### src/rtl/wb_arbiter.sv
// ---------------------------------------------------------------------------
// wb_arbiter
//   Two-master to one-slave Wishbone B4 pipelined arbiter. Master 0 is the L1
//   memory access unit and master 1 is a secondary master (debug or DMA). The
//   slave side is the system bus.
//
//   A master is granted for a whole bus cycle. The grant is taken one cycle
//   after its cyc rises and is held until the owner drops cyc. Simultaneous
//   requests are resolved round-robin (FIXED_PRIO=0) or always in favour of
//   master 0 (FIXED_PRIO=1). The master that is not granted sees stall=1,
//   ack=0, err=0 and dat=0.
//
// Parameters
//   ADDR_W      address width
//   DATA_W      data width, byte select width is DATA_W/8
//   FIXED_PRIO  0 = round-robin, 1 = master 0 wins ties
//   TIMEOUT     watchdog limit in owned cycles (optional feature only)
//
// Ports
//   wb_clk_i, wb_rst_n_i                  clock, synchronous active-low reset
//   mN_cyc_i/stb_i/we_i/adr_i/dat_i/sel_i master N request (N = 0, 1)
//   mN_dat_o/ack_o/err_o/stall_o          master N response
//   wb_cyc_o/stb_o/we_o/adr_o/dat_o/sel_o slave request
//   wb_dat_i/ack_i/err_i/stall_i          slave response
//
// Optional feature
//   WB_ARBITER_TIMEOUT_EN: when defined, a watchdog counts owned cycles with
//   neither ack nor err. On reaching TIMEOUT it pulses err to the owner for
//   one cycle with slave cyc forced low, releases the bus, and blocks that
//   master from being re-granted until it drops cyc.
// ---------------------------------------------------------------------------
module wb_arbiter #(
  parameter int ADDR_W     = 32,
  parameter int DATA_W     = 32,
  parameter int FIXED_PRIO = 0,
  parameter int TIMEOUT    = 255
) (
  input  logic                  wb_clk_i,
  input  logic                  wb_rst_n_i,

  input  logic                  m0_cyc_i,
  input  logic                  m0_stb_i,
  input  logic                  m0_we_i,
  input  logic [ADDR_W-1:0]     m0_adr_i,
  input  logic [DATA_W-1:0]     m0_dat_i,
  input  logic [DATA_W/8-1:0]   m0_sel_i,
  output logic [DATA_W-1:0]     m0_dat_o,
  output logic                  m0_ack_o,
  output logic                  m0_err_o,
  output logic                  m0_stall_o,

  input  logic                  m1_cyc_i,
  input  logic                  m1_stb_i,
  input  logic                  m1_we_i,
  input  logic [ADDR_W-1:0]     m1_adr_i,
  input  logic [DATA_W-1:0]     m1_dat_i,
  input  logic [DATA_W/8-1:0]   m1_sel_i,
  output logic [DATA_W-1:0]     m1_dat_o,
  output logic                  m1_ack_o,
  output logic                  m1_err_o,
  output logic                  m1_stall_o,

  output logic                  wb_cyc_o,
  output logic                  wb_stb_o,
  output logic                  wb_we_o,
  output logic [ADDR_W-1:0]     wb_adr_o,
  output logic [DATA_W-1:0]     wb_dat_o,
  output logic [DATA_W/8-1:0]   wb_sel_o,
  input  logic [DATA_W-1:0]     wb_dat_i,
  input  logic                  wb_ack_i,
  input  logic                  wb_err_i,
  input  logic                  wb_stall_i
);

  typedef enum logic [1:0] {
    ST_IDLE = 2'd0,
    ST_OWN0 = 2'd1,
    ST_OWN1 = 2'd2
  } state_t;

  state_t r_state;
  logic   r_lastGrant;
  logic   w_req0;
  logic   w_req1;
  logic   w_timeout;

`ifdef WB_ARBITER_TIMEOUT_EN
  localparam int CNT_W = (TIMEOUT < 1) ? 1 : $clog2(TIMEOUT + 1);

  logic [CNT_W-1:0] r_count;
  logic             r_block0;
  logic             r_block1;

  // A master whose cycle was killed by the watchdog may not request again
  // until it has dropped cyc at least once.
  assign w_req0    = m0_cyc_i & ~r_block0;
  assign w_req1    = m1_cyc_i & ~r_block1;
  assign w_timeout = (r_state != ST_IDLE) && (r_count == CNT_W'(TIMEOUT));

  // Watchdog: counts owned cycles that bring neither ack nor err. It is held
  // at zero while idle so that every new ownership starts from zero. The
  // block flags remember which master was cut off until its cyc falls.
  always_ff @(posedge wb_clk_i) begin
    if (!wb_rst_n_i) begin
      r_count  <= '0;
      r_block0 <= 1'b0;
      r_block1 <= 1'b0;
    end else begin
      if (r_state == ST_IDLE || wb_ack_i || wb_err_i) begin
        r_count <= '0;
      end else begin
        r_count <= r_count + 1'b1;
      end

      if (!m0_cyc_i) begin
        r_block0 <= 1'b0;
      end else if (w_timeout && r_state == ST_OWN0) begin
        r_block0 <= 1'b1;
      end

      if (!m1_cyc_i) begin
        r_block1 <= 1'b0;
      end else if (w_timeout && r_state == ST_OWN1) begin
        r_block1 <= 1'b1;
      end
    end
  end
`else
  assign w_req0    = m0_cyc_i;
  assign w_req1    = m1_cyc_i;
  assign w_timeout = 1'b0;
`endif

  // Grant state machine. r_lastGrant holds the master granted most recently
  // (reset to 1 so master 0 wins the first tie). Ownership is only released
  // through IDLE, which guarantees at least one cycle with slave cyc low
  // between two owners.
  always_ff @(posedge wb_clk_i) begin
    if (!wb_rst_n_i) begin
      r_state     <= ST_IDLE;
      r_lastGrant <= 1'b1;
    end else begin
      case (r_state)
        ST_IDLE: begin
          if (w_req0 && w_req1) begin
            if (FIXED_PRIO != 0 || r_lastGrant) begin
              r_state     <= ST_OWN0;
              r_lastGrant <= 1'b0;
            end else begin
              r_state     <= ST_OWN1;
              r_lastGrant <= 1'b1;
            end
          end else if (w_req0) begin
            r_state     <= ST_OWN0;
            r_lastGrant <= 1'b0;
          end else if (w_req1) begin
            r_state     <= ST_OWN1;
            r_lastGrant <= 1'b1;
          end
        end
        ST_OWN0: begin
          if (!m0_cyc_i || w_timeout) begin
            r_state <= ST_IDLE;
          end
        end
        ST_OWN1: begin
          if (!m1_cyc_i || w_timeout) begin
            r_state <= ST_IDLE;
          end
        end
        default: begin
          r_state <= ST_IDLE;
        end
      endcase
    end
  end

  // Bus steering from the registered grant. Outputs are also qualified by
  // the reset input so that the bus is quiet during every reset cycle,
  // including the first one before the state has been cleared. In the
  // watchdog cycle the slave cycle is forced off and err goes to the owner.
  always_comb begin
    wb_cyc_o   = 1'b0;
    wb_stb_o   = 1'b0;
    wb_we_o    = 1'b0;
    wb_adr_o   = '0;
    wb_dat_o   = '0;
    wb_sel_o   = '0;
    m0_dat_o   = '0;
    m0_ack_o   = 1'b0;
    m0_err_o   = 1'b0;
    m0_stall_o = 1'b1;
    m1_dat_o   = '0;
    m1_ack_o   = 1'b0;
    m1_err_o   = 1'b0;
    m1_stall_o = 1'b1;

    if (wb_rst_n_i) begin
      case (r_state)
        ST_OWN0: begin
          wb_cyc_o   = m0_cyc_i & ~w_timeout;
          wb_stb_o   = m0_stb_i & ~w_timeout;
          wb_we_o    = m0_we_i;
          wb_adr_o   = m0_adr_i;
          wb_dat_o   = m0_dat_i;
          wb_sel_o   = m0_sel_i;
          m0_dat_o   = wb_dat_i;
          m0_ack_o   = wb_ack_i;
          m0_err_o   = wb_err_i | w_timeout;
          m0_stall_o = wb_stall_i;
        end
        ST_OWN1: begin
          wb_cyc_o   = m1_cyc_i & ~w_timeout;
          wb_stb_o   = m1_stb_i & ~w_timeout;
          wb_we_o    = m1_we_i;
          wb_adr_o   = m1_adr_i;
          wb_dat_o   = m1_dat_i;
          wb_sel_o   = m1_sel_i;
          m1_dat_o   = wb_dat_i;
          m1_ack_o   = wb_ack_i;
          m1_err_o   = wb_err_i | w_timeout;
          m1_stall_o = wb_stall_i;
        end
        default: begin
        end
      endcase
    end
  end

endmodule

### config.mk
export PLATFORM = sky130hd
export DESIGN_NAME = wb_arbiter
export DESIGN_NICKNAME = d
export VERILOG_FILES = /design/src/rtl/wb_arbiter.sv
export SDC_FILE = /design/constraint.sdc
export NUM_CORES = 1
export LEC_CHECK = 0
export CAP_MARGIN = 20
export CORE_AREA = 2 2 124 126
export DETAILED_ROUTE_END_ITERATION = 8
export DIE_AREA = 0 0 126 128
export SLEW_MARGIN = 25
export SYNTH_ARGS = -nofsm -noshare
export SYNTH_HDL_FRONTEND = slang
export SYNTH_SLANG_ARGS = --single-unit
### constraint.sdc
create_clock -name wb_clk_i -period 4.25 [get_ports wb_clk_i]
set_input_delay 1.275 -clock wb_clk_i [delete_from_list [all_inputs] [get_ports wb_clk_i]]
set_output_delay 1.275 -clock wb_clk_i [all_outputs]
set_load 0.01 [all_outputs]
Word level (Yosys, flattened, before mapping)
Cells that the tools add are included.

Flip-flop bits (word level): 3. Memories: 0. Word-level logic and storage cells: 51. Memory bits (writable): 0. ROM bits: 0. Output and inout bits: 141. Bits in latches: 0.

Multiplexer cells: 39. Reductions and logical operators: 5. $add $sub $neg: 0. $mul: 0. Equality and inequality tests: 5. Bitwise gates (word level): 0. Shift operators: 0. $lt $le $gt $ge: 0. Divide/modulo/power cells: 0.

Operator list (number): 32-bit two-way mux (6); 32-bit case mux with 2 select lines (2); 1-bit two-way mux (19); 2-bit two-way mux (6); 4-bit case mux with 2 select lines (1); 1-bit case mux with 2 select lines (3); 2-bit case mux with 3 select lines (1); 4-bit two-way mux (1); 2-bit inequality test (second input constant) (2); 4-bit inequality test (second input constant) (1); 3-bit AND reduction (1); 3-bit nonzero test (1); 2-bit by 1-bit equality test with 1-bit output (second input constant) (1); 2-bit equality test (second input constant) (1); 2-bit logical NOT (1); 2-bit AND reduction (1); 1-bit logical AND (1).

Logic depth before layout (Yosys ltp)
Gate-level depths: netlist of run 1.

Depth after elaboration: 4. Mapped depth: 7. Depth with buffers taken out: 5.

Worst setup path before layout of run 1
No wires, ideal clock.

Path type: input port to output port. Start point: input port wb_rst_n_i. End point: output port wb_adr_o[0]. Arrival time: 1.822 ns. Data required time: 2.975 ns. Slack: 1.153 ns. Stages on the path: 3. Buffers on the path: 1. Path through: nand2_1 clkbuf_1 nor2_1.

Cells in the longest elaborated chain, start to end: 1.

Ends and longest elaborated chain: start: declaration (RTL line 39) `input logic wb_rst_n_i,`; 32-bit two-way mux (RTL line 198) `if (wb_rst_n_i) begin`; end: declaration (RTL line 66) `output logic [ADDR_W-1:0] wb_adr_o,`.

Every way passes these cells.

Worst setup path after layout of run 1
Start point: input port wb_rst_n_i. End point: output port wb_dat_o[31].

Cells in the longest elaborated chain, start to end: 1.

Ends and longest elaborated chain: 32-bit two-way mux (RTL line 198); end: declaration (RTL line 67) `output logic [DATA_W-1:0] wb_dat_o,`.

Every way passes these cells.

==> results of run 1 <==
==> cell type report <==
| cell class | instances | area share [%] |
|---|---|---|
| Sequential cell | 3 | 1.12 |
| Tap cell | 188 | 4.39 |
| Multi-Input combinational cell | 229 | 31.1 |
| Antenna cell | 1 | 0.0467 |
| Clock buffer | 4 | 1.47 |
| Inverter | 3 | 0.210 |
| Timing Repair Buffer | 326 | 61.7 |
==> metal layers <==
layer	vias up	wire length [um]	GRT usage, %
met1	1577	4890	16.0
met2	191	6250	25.8
met4	0	71	2.07
met5	-	0	0
li1	1588	-	-
met3	5	1320	4.67
==> registers in the layout, summed over array words and instances (netlist names) <==
name         cells
r_state          2
r_lastGrant      1
==> kinds of logic after synthesis <==
family	share of synthesized area [%]
buffers and inverters	14.9
DFF	3.01
adders and majority gates	1.88
AOI/OAI and AO/OA	42.7
and+or+nand+nor	37.5
==> power groups by stage <==
stage	registers, mW	logic (mW)	clock network, mW
2_1_floorplan	0.0341	0.274	0
3_3_place_gp	0.0356	0.567	0
3_5_place_dp	0.0360	0.574	0
4_1_cts	0.0356	0.578	0.154
5_1_grt	0.0361	0.613	0.155
6_report	0.0355	0.570	0.153
==> cells in the final DEF (no fill, tap or decap) <==
cell type        count
a21boi_2             1
a21oi_1              1
a22oi_1             15
a22oi_2             56
and3_1              69
buf_12               5
buf_4                2
clkbuf_1             1
clkbuf_16            3
clkdlybuf4s50_1    319
dfxtp_1              3
diode_2              1
ha_1                 1
ha_4                 2
inv_1                3
nand2_1              2
nand2_2              1
nand3b_1             4
nor2_1              72
nor2b_1              1
o21ai_0              2
o22ai_1              2
==> worst max-delay path, delay by kind of cell <==
| kind | cells | cell delay [ns] |
|---|---|---|
| buf+inv | 3 | 1.32 |
| simple gates | 2 | 0.25 |
==> worst paths after layout <==
kind,to,slack [ns],depth (start not counted)
setup / recovery,wb_dat_o[31],0.08,5
hold / removal,r_state[1]$_SDFFE_PN0P_,0.52,2
setup reg to reg,r_state[0]$_SDFFE_PN0P_,2.50,6
hold reg to reg,r_state[1]$_SDFFE_PN0P_,0.52,2
==> metrics, run 1 <==
outcome finished, final reports clean; DR DRC count 0; row count 45; RSZ-0062 raised after global routing false; die height 128 um; Core Box Area roughly 15000 sq um; Final Routed Wirelength 12500 um; post-route cell area 5360 sq um; routed vias 3361; Worst-Skew Late Latency 0.23 ns; worst-margin pin slew 0.655 ns; PwrDens 141 nW/um^2; Worst path max stage delay approximately 0.60 ns; H-tree levels 1; register area 60.1 sq um; Clk pwr share about a fifth; total gr overflow 0; synth unique cells 19; Worst VDD drop between 90 and 100 uV; Comb pwr share 75.2%; Post-synth ARST share 0%; Area after DPL 5280 sq um; Initial Utilization 13.4%; Req. time, crit path 2.97 ns; Synth area leader a22oi_2; Synth top area share 35.1%; slew margin rel. 56.3%; Setup Skew 0.000857 ns; Num CTS Buffers 3; Post-synth EDFFs 0; Synth Register Bits 3; largest net degree at the start of global routing 76; critical-path cell list clkdlybuf4s50_1 > nand2_2 > buf_12 > nor2_1 > clkdlybuf4s50_1; Util after Layout 36.1%; worst setup margin 0.0813 ns; DR pass1 iterations 4; Setup Crit Path Kind in -> out; setup violators final 0; Net Sw Frac 36.8%; cell mode on critical path clkdlybuf4s50_1; CTS sink cnt 3; hold path start r_state[1]$_SDFFE_PN0P_; Critical Path Start wb_rst_n_i; synth top area cells a22oi_2, and3_1, nor2_1; CTS tree done; Fmax 0.240 GHz; final hold violations 0; CP max FO 58; layout cells sized above 1 12.4%; internal power 479 uW; most frequent cell after synthesis nor2_1; buffer depth of the longest clock path 2; synth cell count leaders nor2_1, and3_1, a22oi_2; Setup Fix Bufs, Post-CTS 0; CTS Hold Buffers Added 0; Setup crit end kind primary output; type of the most critical hold path reg -> reg; Placement Setup Slack 0.0605 ns; syn_nets 456; Syn Inst Count 274; die width 126 um; die area about 16000 sq um; cts repair resizes 0; Avg Cell Area, Syn 7.29 sq um; Total Power 758 uW; Final Max Tran Viols 0; crit start category input port; hold slack 0.517 ns; period utilization approximately 98%; Nets between 700 and 800; vias in the first global route 3398; Layout fillers 1499; area occupied by multi-input gates 1670 sq um; CTS Root Cell clkbuf_16; main flop type after synthesis dfxtp_1; Net Sw Power between 200 and 300 uW; Seq pwr share roughly 4.7%; max-cap violations 0; minimum clock period 4.17 ns; Ports 320; drt initial violations 71; port bufs 319; initial antenna violation count 1; r2r startpoint r_state[0]$_SDFFE_PN0P_; placed cells 749; post-DP HPWL 9780 um; DRT antenna net count 0; leak pwr just under 2 nW; TNS Setup 0 ns; CP max-delay cell clkdlybuf4s50_1; drt wl/cell 16.6 um; GP Congestion 0.774; WP data arrival 2.89 ns; synthesis-to-finish area growth 169%; GR Util All Layers ~14%; vias per cell 4.46; yosys warns 0; first-pass GRT wire length 18700 um; non-filler cells, final 754; post-synthesis sequential area ratio about 3%; Worst-path clk slew 0.03 ns; Post-Syn Area 2000 sq um
Power figures use the tool's default switching activity.
==> run 2: changes to the inputs <==
--- a/config.mk
+++ b/config.mk
@@ -9,6 +9,7 @@
 export CORE_AREA = 2 2 124 126
 export DETAILED_ROUTE_END_ITERATION = 8
 export DIE_AREA = 0 0 126 128
+export REMOVE_ABC_BUFFERS = 1
 export SLEW_MARGIN = 25
 export SYNTH_ARGS = -nofsm -noshare
 export SYNTH_HDL_FRONTEND = slang
==> metrics, run 2 (synthesis gave the netlist of run 1 again) <==
drt wl/cell 15.5 um (was 16.6 um); leak pwr 1.91 nW (was 1.92 nW); GP Congestion 0.851 (was 0.774); type of the most critical hold path reg -> reg (unchanged); WL met2 5840 um (was 6250 um); Setup Crit Path Kind in -> out (unchanged); RSZ-0062 raised after global routing false (unchanged); non-filler cells, final 754 (unchanged); Critical Path Start m0_cyc_i (was wb_rst_n_i); Util after Layout 36.0% (was 36.1%); most frequent cells in the layout clkdlybuf4s50_1, nor2_1, and3_1 (unchanged); CTS tree done (unchanged); Setup crit end kind primary output (unchanged); DR pass1 iterations 4 (unchanged); GR Util All Layers 12.7% (was 14.0%); Setup Skew 0.000639 ns (was 0.000857 ns); CTS Root Cell clkbuf_16 (unchanged); Top Layer Used met5 (was met4); worst r2r dst r_state[1]$_SDFFE_PN0P_ (was r_state[0]$_SDFFE_PN0P_); r2r startpoint r_state[1]$_SDFFE_PN0P_ (was r_state[0]$_SDFFE_PN0P_); TNS Setup 0 ns (unchanged); Setup Fix Bufs, Post-CTS 0 (unchanged); Initial Utilization 13.4% (unchanged); max FFs per register 2 (unchanged); H-tree levels 1 (unchanged); max-cap violations 0 (unchanged); Ports 320 (unchanged); post-DP HPWL 9170 um (was 9780 um); first-pass GRT wire length 16900 um (was 18700 um); crit path to wb_cyc_o (was wb_dat_o[31]); Reg2Reg Setup Slack 2.74 ns (was 2.50 ns); minimum clock period 3.90 ns (was 4.17 ns); Nets 748 (unchanged); setup violators final 0 (unchanged); period utilization 91.8% (was 98.1%); PwrDens 139 nW/um^2 (was 141 nW/um^2); Req. time, crit path 2.97 ns (about the same); routed vias 3273 (was 3361); outcome finished, final reports clean (unchanged); row count 45 (unchanged); M1 WL 4790 um (was 4890 um); initial antenna violation count 2 (was 1); largest register by flop count r_state (unchanged); Largest regs r_state: 2 flops, r_lastGrant: 1 flops (unchanged); total gr overflow 0 (unchanged); commonest non-fill, non-tap cell in the layout clkdlybuf4s50_1 (unchanged); slew margin rel. 60.8% (was 56.3%); WP data arrival 2.63 ns (was 2.89 ns); CTS Hold Buffers Added 0 (unchanged); CP max FO 5 (was 58); port bufs 319 (unchanged); buffer depth of the longest clock path 2 (unchanged); largest net degree at the start of global routing 76 (unchanged); placed cells 749 (unchanged); CTS sink cnt 3 (unchanged); Final Routed Wirelength 11700 um (was 12500 um); cts repair resizes 0 (unchanged); DRT antenna net count 0 (unchanged); drt initial violations 148 (was 71); Core Box Area 14900 sq um (unchanged); Worst VDD drop 285 uV (was 96.6 uV); Worst-path clk slew 0.03 ns (about the same); vias in the first global route 3057 (was 3398); synthesis-to-finish area growth 168% (was 169%); die height 128 um (unchanged); DR DRC count 0 (unchanged); Layout fillers 1534 (was 1499); crit start category input port (unchanged); Final Max Tran Viols 0 (unchanged); Worst-Skew Late Latency 0.22 ns (was 0.23 ns); worst-margin pin slew 0.587 ns (was 0.655 ns); die area 16100 sq um (unchanged); r2r worst-path depth 6 (unchanged); Num CTS Buffers 3 (unchanged); die width 126 um (unchanged); layout cells sized above 1 12.6% (was 12.4%); Total Power 744 uW (was 758 uW); final hold violations 0 (unchanged); vias per cell 4.34 (was 4.46); Fmax 0.256 GHz (was 0.240 GHz); WL met3 871 um (was 1320 um)
==> run 2: changes by cell type in the layout (fill, tap and decap cells not counted), sizes merged <==
cell / previous run / this run
buf: 7 / 8
clkdlybuf4s50: 319 / 318
==> run 2: critical path: stages <==
cell and delay (ns):
clkdlybuf4s50_1 0.56, a22oi_2 0.13, nor2_1 0.11, clkdlybuf4s50_1 0.55
==> run 2: worst min-delay path by stage <==
stage,start,to,slack [ns],cells past startpoint
finish,r_state[1]$_SDFFE_PN0P_,r_state[1]$_SDFFE_PN0P_,0.51,2
floorplan,r_state[1]$_SDFFE_PN0P_,r_state[1]$_SDFFE_PN0P_,0.46,2
detailed placement,r_state[1]$_SDFFE_PN0P_,r_state[1]$_SDFFE_PN0P_,0.52,2
CTS,r_state[1]$_SDFFE_PN0P_,r_state[1]$_SDFFE_PN0P_,0.52,2
global route,r_state[1]$_SDFFE_PN0P_,r_state[1]$_SDFFE_PN0P_,0.54,2
global placement,r_state[1]$_SDFFE_PN0P_,r_state[1]$_SDFFE_PN0P_,0.51,2
==> run 2: final cells by class <==
type                       count  area [sq um]  share of cell area [%]
timing repair buffer         326          3290                    61.6
multi-input combinational    229          1670                    31.2
tap                          188           235                    4.40
clock buffer                   4          78.8                    1.47
sequential                     3          60.1                    1.12
inverter                       3          11.3                   0.211
antenna                        1          2.50                  0.0468
==> run 2: through the flow <==
stage | setup WS (ns) | cell area (sq um) | hold slack [ns]
after global routing | 0.263 | 5350 | 0.541
after floorplan | -0.411 | 1710 | 0.463
after detailed placement | 0.366 | 5260 | 0.516
after CTS | 0.359 | 5340 | 0.520
after global placement | 0.356 | 5260 | 0.511
final | 0.347 | 5350 | 0.514
==> run 2: where the power goes <==
group | leakage (nW) | switching [mW] | internal, mW
Combinational | 1.85 | 0.241 | 0.320
Clock | 0.0382 | 0.0241 | 0.124
Sequential | 0.0248 | 0.00341 | 0.0319
Total | 1.91 | 0.269 | 0.475
==> run 2: layer usage <==
metal  up-vias  GRT usage [%]
li1       1596              -
met1      1506           16.2
met2       153           22.3
met3        16           2.67
met4         2           2.07
met5         -              0
